==> src/rtl/maxpool_2x2_pkg.sv <==
// Shared constants for the pooling stage: data width, per-layer feature-map
// dimensions, pooled dimensions and a counter-width helper.
package maxpool_2x2_pkg;

   localparam int CONV_BIT_DEF = 12;

   localparam int L1_WIDTH  = 24;
   localparam int L1_HEIGHT = 24;
   localparam int L2_WIDTH  = 8;
   localparam int L2_HEIGHT = 8;

   localparam int L1_POOL_WIDTH  = L1_WIDTH / 2;
   localparam int L1_POOL_HEIGHT = L1_HEIGHT / 2;
   localparam int L2_POOL_WIDTH  = L2_WIDTH / 2;
   localparam int L2_POOL_HEIGHT = L2_HEIGHT / 2;

   // Bits needed to count 0..n-1, never less than one.
   function automatic int cnt_width(input int n);
      return (n <= 2) ? 1 : $clog2(n);
   endfunction

endpackage

==> src/rtl/maxpool_2x2_pool_line_buffer.sv <==
// Line buffer holding the horizontal max of each even-row pixel pair until the
// odd row arrives; one write port and one asynchronous read port on one index.
module pool_line_buffer
   import maxpool_2x2_pkg::*;
#(
   parameter int DEPTH = L1_POOL_WIDTH,
   parameter int WIDTH = 3 * CONV_BIT_DEF,
   parameter int AW    = cnt_width(DEPTH)
) (
   input  logic             clk,
   input  logic             wr_en,
   input  logic [AW-1:0]    addr,
   input  logic [WIDTH-1:0] wr_data,
   output logic [WIDTH-1:0] rd_data
);

   logic [WIDTH-1:0] mem [DEPTH];

   always_ff @(posedge clk) begin
      if (wr_en) mem[addr] <= wr_data;
   end

   assign rd_data = mem[addr];

endmodule

==> src/rtl/maxpool_2x2.sv <==
// 2x2 stride-2 max pooling over a 3-channel raster stream, no backpressure.
// Optional MAXPOOL_LAST_EN adds frame_last_out flagging the final pooled pixel.
module maxpool_2x2
   import maxpool_2x2_pkg::*;
#(
   parameter int CONV_BIT  = CONV_BIT_DEF,
   parameter int IN_WIDTH  = L1_WIDTH,
   parameter int IN_HEIGHT = L1_HEIGHT
) (
   input  logic                clk,
   input  logic                rst_n,
   input  logic                clear,
   input  logic                valid_in,
   input  logic [CONV_BIT-1:0] relu_in_1,
   input  logic [CONV_BIT-1:0] relu_in_2,
   input  logic [CONV_BIT-1:0] relu_in_3,
   output logic [CONV_BIT-1:0] pool_out_1,
   output logic [CONV_BIT-1:0] pool_out_2,
   output logic [CONV_BIT-1:0] pool_out_3,
   output logic                valid_out
`ifdef MAXPOOL_LAST_EN
   ,
   output logic                frame_last_out
`endif
);

   localparam int CW       = cnt_width(IN_WIDTH);
   localparam int RW       = cnt_width(IN_HEIGHT);
   localparam int LB_DEPTH = IN_WIDTH / 2;
   localparam int AW       = cnt_width(LB_DEPTH);
   localparam int DW       = 3 * CONV_BIT;

   if ((IN_WIDTH % 2) != 0 || (IN_HEIGHT % 2) != 0 || IN_WIDTH < 2 || IN_HEIGHT < 2)
   begin : g_bad_dims
      $fatal(1, "maxpool_2x2: IN_WIDTH and IN_HEIGHT must be even and >= 2");
   end

   logic [CW-1:0]       col_cnt;
   logic [RW-1:0]       row_cnt;
   logic [CONV_BIT-1:0] din  [3];
   logic [CONV_BIT-1:0] hold [3];
   logic [CONV_BIT-1:0] lb_ch[3];
   logic [CONV_BIT-1:0] hmax [3];
   logic [CONV_BIT-1:0] wmax [3];
   logic [CONV_BIT-1:0] pool [3];
   logic [DW-1:0]       lb_wr_data;
   logic [DW-1:0]       lb_rd_data;
   logic [AW-1:0]       lb_addr;
   logic                odd_col, odd_row, col_last, row_last, lb_wr_en;

   assign odd_col  = col_cnt[0];
   assign odd_row  = row_cnt[0];
   assign col_last = (col_cnt == CW'(IN_WIDTH - 1));
   assign row_last = (row_cnt == RW'(IN_HEIGHT - 1));
   assign lb_addr  = AW'(col_cnt >> 1);
   assign lb_wr_en = valid_in & ~clear & odd_col & ~odd_row;

   always_comb begin
      din[0] = relu_in_1;
      din[1] = relu_in_2;
      din[2] = relu_in_3;
      for (int i = 0; i < 3; i++) begin
         lb_ch[i] = lb_rd_data[i*CONV_BIT +: CONV_BIT];
         hmax[i]  = (hold[i] > din[i]) ? hold[i] : din[i];
         wmax[i]  = (lb_ch[i] > hmax[i]) ? lb_ch[i] : hmax[i];
      end
      lb_wr_data = {hmax[2], hmax[1], hmax[0]};
   end

   pool_line_buffer #(
      .DEPTH (LB_DEPTH),
      .WIDTH (DW),
      .AW    (AW)
   ) u_line_buf (
      .clk     (clk),
      .wr_en   (lb_wr_en),
      .addr    (lb_addr),
      .wr_data (lb_wr_data),
      .rd_data (lb_rd_data)
   );

   always_ff @(posedge clk or negedge rst_n) begin
      if (!rst_n) begin
         col_cnt   <= '0;
         row_cnt   <= '0;
         valid_out <= 1'b0;
         for (int i = 0; i < 3; i++) begin
            hold[i] <= '0;
            pool[i] <= '0;
         end
      end else if (clear) begin
         // Abort drops the partial window; the next beat is pixel (0,0).
         col_cnt   <= '0;
         row_cnt   <= '0;
         valid_out <= 1'b0;
         for (int i = 0; i < 3; i++) hold[i] <= '0;
      end else begin
         valid_out <= 1'b0;
         if (valid_in) begin
            if (col_last) begin
               col_cnt <= '0;
               row_cnt <= row_last ? '0 : row_cnt + 1'b1;
            end else begin
               col_cnt <= col_cnt + 1'b1;
            end
            if (!odd_col) begin
               for (int i = 0; i < 3; i++) hold[i] <= din[i];
            end else if (odd_row) begin
               for (int i = 0; i < 3; i++) pool[i] <= wmax[i];
               valid_out <= 1'b1;
            end
         end
      end
   end

   assign pool_out_1 = pool[0];
   assign pool_out_2 = pool[1];
   assign pool_out_3 = pool[2];

`ifdef MAXPOOL_LAST_EN
   always_ff @(posedge clk or negedge rst_n) begin
      if (!rst_n)     frame_last_out <= 1'b0;
      else if (clear) frame_last_out <= 1'b0;
      else            frame_last_out <= valid_in & odd_col & odd_row & col_last & row_last;
   end
`endif

endmodule

==> config.mk <==
export PLATFORM = sky130hd
export DESIGN_NAME = maxpool_2x2
export DESIGN_NICKNAME = d
export VERILOG_FILES = /design/src/rtl/maxpool_2x2_pkg.sv /design/src/rtl/maxpool_2x2_pool_line_buffer.sv /design/src/rtl/maxpool_2x2.sv
export SDC_FILE = /design/constraint.sdc
export NUM_CORES = 1
export LEC_CHECK = 0
export CAP_MARGIN = 30
export CORE_ASPECT_RATIO = 1.2
export CORE_MARGIN = 2
export CORE_UTILIZATION = 45
export CTS_CLUSTER_SIZE = 24
export DETAILED_ROUTE_END_ITERATION = 6
export SYNTH_ARGS = -nofsm -noshare
export SYNTH_HDL_FRONTEND = slang
export SYNTH_SLANG_ARGS = --single-unit
==> constraint.sdc <==
create_clock -name clk -period 6.1 [get_ports clk]
set_clock_uncertainty 0.05 [all_clocks]
set_input_delay 1.22 -clock clk [delete_from_list [all_inputs] [get_ports clk]]
set_output_delay 1.22 -clock clk [all_outputs]
set_load 0.02 [all_outputs]
# ---- Word-level counts from Yosys, hierarchy flattened
# Memory sizes are Yosys's and may differ from the RTL's.
# Index checks and enable logic that the tools add are counted.
dict set report classes {
  addsub 2
  order_cmp 6
  eq_ne 3
  mux 22
  n_bitwise 5
  reduce_logical 5
}
# op count
set op_table {}
lappend op_table {{36-bit two-way mux} 3}
lappend op_table {{12-bit greater-than comparator} 6}
lappend op_table {{12-bit two-way mux} 6}
lappend op_table {{5-bit two-way mux} 7}
lappend op_table {{5-bit by 1-bit adder with 5-bit output (second input constant)} 2}
lappend op_table {{5-bit == test (second input constant)} 2}
lappend op_table {{1-bit two-way mux} 6}
lappend op_table {{2-bit AND reduction} 2}
lappend op_table {{4-bit AND reduction} 1}
lappend op_table {{2-bit nonzero test} 2}
lappend op_table {{1-bit bitwise AND} 3}
lappend op_table {{2-bit inequality test (second input constant)} 1}
lappend op_table {{1-bit NOT} 2}
dict set report totals {
  regBits 83
  ram_bits 432
  out_inout_bits 37
  word_cells 53
  n_memories 1
}
# memory depth width rd rd_ports_with_merged_regs wr line_no
set mem_list {}
lappend mem_list {u_line_buf.mem 12 36 1 0 1 maxpool_2x2_pool_line_buffer.sv:17} ;# logic [WIDTH-1:0] mem [DEPTH];

# ---- Logic depth before layout (Yosys ltp)
dict set report depth {
  word_depth 6
  depth_mapped 16
  ltp_nobuf 14
}

# ---- Modules after synthesis
# A second synthesis with hierarchy kept.
dict set report hier_totals {
  cells_unflattened 1407
  area_unflattened_um2 22496.6
}
# mod instances cells_per_inst area_per_inst_um2
set by_module_without_submodules {}
lappend by_module_without_submodules {pool_line_buffer 1 826 16816.1}
lappend by_module_without_submodules {maxpool_2x2 1 581 5680.4}

# ---- Worst setup path before layout
# OpenSTA, ideal clock, no wires.
dict set report synth_timing {
  path_kind {input -> register}
  from {input valid_in}
  to {memory u_line_buf.mem[4][0] in the netlist's numbering, enable pin}
  arrival_ps 4746
  slack_ps 830
  stages 5
  path_buffers 1
  cell_sequence {buf_2 nand2_1 or3_1 or3b_2 nor3_1}
}
dict set report synth_between {
  elab_chain_len 5
}
# element line_no
set synth_rtl {}
lappend synth_rtl {{start: declaration} maxpool_2x2.sv:13} ;# input logic valid_in,
lappend synth_rtl {{1-bit bitwise AND (3 in series)} maxpool_2x2.sv:56} ;# assign lb_wr_en = valid_in & ~clear & odd_col & ~odd_row;
lappend synth_rtl {{1-bit two-way mux} maxpool_2x2_pool_line_buffer.sv:20} ;# if (wr_en) mem[addr] <= wr_data;
lappend synth_rtl {{1-bit two-way mux (implied by the code)} maxpool_2x2_pool_line_buffer.sv:20}
lappend synth_rtl {{end: declaration} maxpool_2x2_pool_line_buffer.sv:17}
# No other way between the ends.

# ---- Worst setup path after layout
dict set report layout_timing {
  from {input relu_in_1[1]}
  to {register pool (netlist bit pool_out_1[11])}
}
dict set report layout_between {
  elab_chain_len 4
}
# element line_no
set layout_rtl {}
lappend layout_rtl {{start: declaration} maxpool_2x2.sv:14} ;# input logic [CONV_BIT-1:0] relu_in_1,
lappend layout_rtl {{12-bit greater-than comparator} maxpool_2x2.sv:64} ;# hmax[i] = (hold[i] > din[i]) ? hold[i] : din[i];
lappend layout_rtl {{12-bit two-way mux *} maxpool_2x2.sv:64}
lappend layout_rtl {{12-bit greater-than comparator} maxpool_2x2.sv:65} ;# wmax[i] = (lb_ch[i] > hmax[i]) ? lb_ch[i] : hmax[i];
lappend layout_rtl {{12-bit two-way mux *} maxpool_2x2.sv:65}
lappend layout_rtl {{end signal: indexed assignment} maxpool_2x2.sv:89} ;# pool[i] <= '0;
lappend layout_rtl {{end: declaration} maxpool_2x2.sv:45} ;# logic [CONV_BIT-1:0] pool [3];
# Mark *: on every way between the ends. The rest lies on a longest branch, timed or not.
# A chain may end at the register's enable or synchronous reset.

==> results.md <==
- CP top delay family: compound AO/OA/AOI/OAI gates
- Die X: 206 um
- Clk_lat worst skew: 570 ps
- Via count: 11600
- Clock Power Share: 42.8%
- Mapped Cells: 1276
- VDD IR max: 0.177 mV
- WS Path Type: in2reg
- Most common cell after layout, fill and taps aside: edfxtp_1
- Post-DP Area: 23700 sq um
- Effective utilization at floorplan: 45.7%
- Root buffer cell: clkbuf_16
- Postcts setup bufs: 0
- Vias/cell: 5.66
- Clock-pin slew on the worst setup and hold paths: 60 ps
- RSZ-0062 raised after global routing: no
- Core footprint: 48100 sq um
- Die area: 50600 sq um
- Combinational share of power: 6.5%
- Routed WL: 47.9 mm
- Depth of the CTS H-tree: 2
- I/O pins: 77
- Most used DFF post-synth: edfxtp_1
- Fin crit period: 5010 ps
- CP most frequent cell: buf_4
- Yosys cell types: 52
- Hold_buf cts: 0
- Worst Setup Start Kind: primary input
- CP max stage delay: 500 ps
- WHS: 463 ps
- GRT Overall Usage: 19.5%
- Setup TNS: 0 ps
- Final period util: 82.2%
- First-pass GRT wire length: 73.8 mm
- Leak: 8.79 nW
- Layout cells sized above 1: 18.8%
- WP data arrival: 5450 ps
- Buf+Inv Stages, Crit Path: 5
- Largest cells by area after synthesis: edfxtp_1, mux4_2, dfrtp_1
- Number of diodes: 0
- Avg Inst Size Synth: 17.2 sq um
- Commonest cells after routing, fill and taps aside: edfxtp_1, mux4_2, inv_1
- Min-delay worst type: reg2reg
- Post-CTS Resized: 0
- Clock sink count: 515
- Dominant cell type by area after synthesis: edfxtp_1
- CTS buffer count: 52
- Syn_nets: 1390
- Post-route cell area: 25400 sq um
- CTS tree: yes
- Yosys warning count: 0
- Synth top area share: 59.0%
- Sw Ratio: 21.5%
- Final setup viols: 0
- Row Count: 88
- Final HPWL DP: 28.3 mm
- Port Buffer Count: 76
- Endpoint class of the critical path: flop
- Reg power frac: 50.7%
- Final Util: 52.9%
- First-pass detailed-route iteration total: 5
- Global route overflow: 0
- Final Max Slew Viols: 0
- FILL cells: 3856
- Final Net Count: 1496
- Crit. Startpoint: relu_in_1[1]
- Sequential area share after synthesis: 68.5%
- Fmax: 199 MHz
- Final Hold Violating Endpoints: 0
- CP max stage cell: clkdlybuf4s50_1
- Int Pwr: 6.05 mW
- Maxcap violations: 0
- Net switching power: 1.66 mW
- Cell breakdown of the critical path: clkdlybuf4s50_1 > inv_1 > ha_1 > nor2b_1 > o211ai_1 > a211o_1 > a31oi_2 > buf_4 > mux2i_1 > buf_4 > ha_1 > and3_1 > a221oi_1 > nor2_1 > a2111oi_2 > o21ai_1 > buf_4 > o221ai_1
- CP max FO: 8
- Pwr/cell area: 303 nW/um^2
- Drt first-iter violations: 944
- Initial antenna violation count: 2
- Rel. slew slack: 43.2%
- Post-synth EDFFs: 432
- Largest net degree at the start of global routing: 58
- Mapped cell area: 22000 sq um
- R2R Path Start: col_cnt[2]$_DFFE_PN0P_
- Non-Filler Instances: 2056
- Vias in the first global route: 12400
- Synth async-reset ratio: 16.1%
- Placed cell count: 1958
- Post-detailed-route count of antenna-violating nets: 0
- Worst Hold Launch: pool_out_1[4]$_DFFE_PN0P_
- Buffer depth of the longest clock path: 3
- Yosys reg bits: 515
- Status: finished clean
- Worst path required time: 6540 ps
- Die Ht: 246 um
- Residual DRC: 0
- Worst Tran Pin Value: 853 ps
- Wire per inst: 23.3 um
- Synthesis-to-finish area growth: 15.8%
- Final GP Congestion: 0.782
power groups by stage:
stage	sequential, mW	combinational [mW]	clock (mW)
3_3_place_gp	3.98	0.489	0
3_5_place_dp	3.99	0.505	0
4_1_cts	3.91	0.507	3.37
5_1_grt	3.91	0.561	3.50
6_report	3.91	0.499	3.30
2_1_floorplan	3.97	0.338	0
layout make-up:
class                           instances  area, sq um  area share (%)
Sequential cell                       515        15100            59.2
Multi-Input combinational cell        617         6420            25.2
Clock buffer                           69         1440            5.65
Timing Repair Buffer                  113         1070            4.22
Tap cell                              630          788            3.10
Clock inverter                         29          348            1.37
Inverter                               83          312            1.22
logic make-up (layout without fill, tap and decap cells):
group                    after synthesis  count (layout)  synth area share (%)
flip-flops                           515             515                  68.5
AO/OA/AOI/OAI                        193             193                  6.34
multiplexers                         183             183                  14.5
AND/OR/NAND/NOR                      165             165                  3.61
buffers and inverters                144             294                  2.79
adder cells (fa/ha/maj)               74              74                  4.21
XOR/XNOR                               2               2                0.0797
flip-flops by register name, indices dropped and copies added, names as in the netlist:
signal and cells:
u_line_buf.mem 432, hold 36, pool_out_1 12, pool_out_2 12, pool_out_3 12, col_cnt 5
row_cnt 5, valid_out 1
final timing paths:
check,end,slack (ps),cells after the start
max,pool_out_1[11]$_DFFE_PN0P_,1090,18
min,pool_out_1[4]$_DFFE_PN0P_,460,2
max reg2reg,pool_out_2[10]$_DFFE_PN0P_,1780,11
min reg2reg,pool_out_1[4]$_DFFE_PN0P_,460,2
max in group asynchronous,col_cnt[1]$_DFFE_PN0P_,4330,2
min in group asynchronous,hold[30]$_DFFE_PN0P_,650,1
synth_stat cells, types with 5 or more instances:
library cell  instances
a21o_1                5
a21oi_1              31
a22o_1               36
a22oi_1              22
and3_1                7
buf_1                 9
buf_2                19
buf_4                 9
clkbuf_1             22
dfrtp_1              83
edfxtp_1            432
ha_1                 74
inv_1                82
mux2i_1              73
mux4_2              108
nand2_1              68
nand2b_1              7
nand3_1              14
nand4_1              15
nor2_1               26
nor2b_1               8
nor3_1                7
o21a_1               11
o21ai_0              51
o221ai_2             10
per-stage QoR:
stage	worst slack [ps]	power (mW)
4_1_cts	1080	7.79
3_5_place_dp	484	4.49
6_report	1090	7.71
3_3_place_gp	553	4.47
5_1_grt	800	7.97
2_1_floorplan	830	4.31
layer usage:
metal,vias to the layer above,global-route usage (%),share of wire (%)
li1,5265,-,-
met1,6081,26.9,45
met2,236,33.1,50
met3,55,2.47,3.9
met4,0,4.61,1.7
met5,-,0,0
tightest hold or removal path: cells and delay by family, from the launching register on:
family / cells / cell delay, ps
AOI/OAI and AO/OA: 1 / 50
DFF: 1 / 350
and+or+nand+nor: 1 / 70
(Power assumes the default switching activity.)
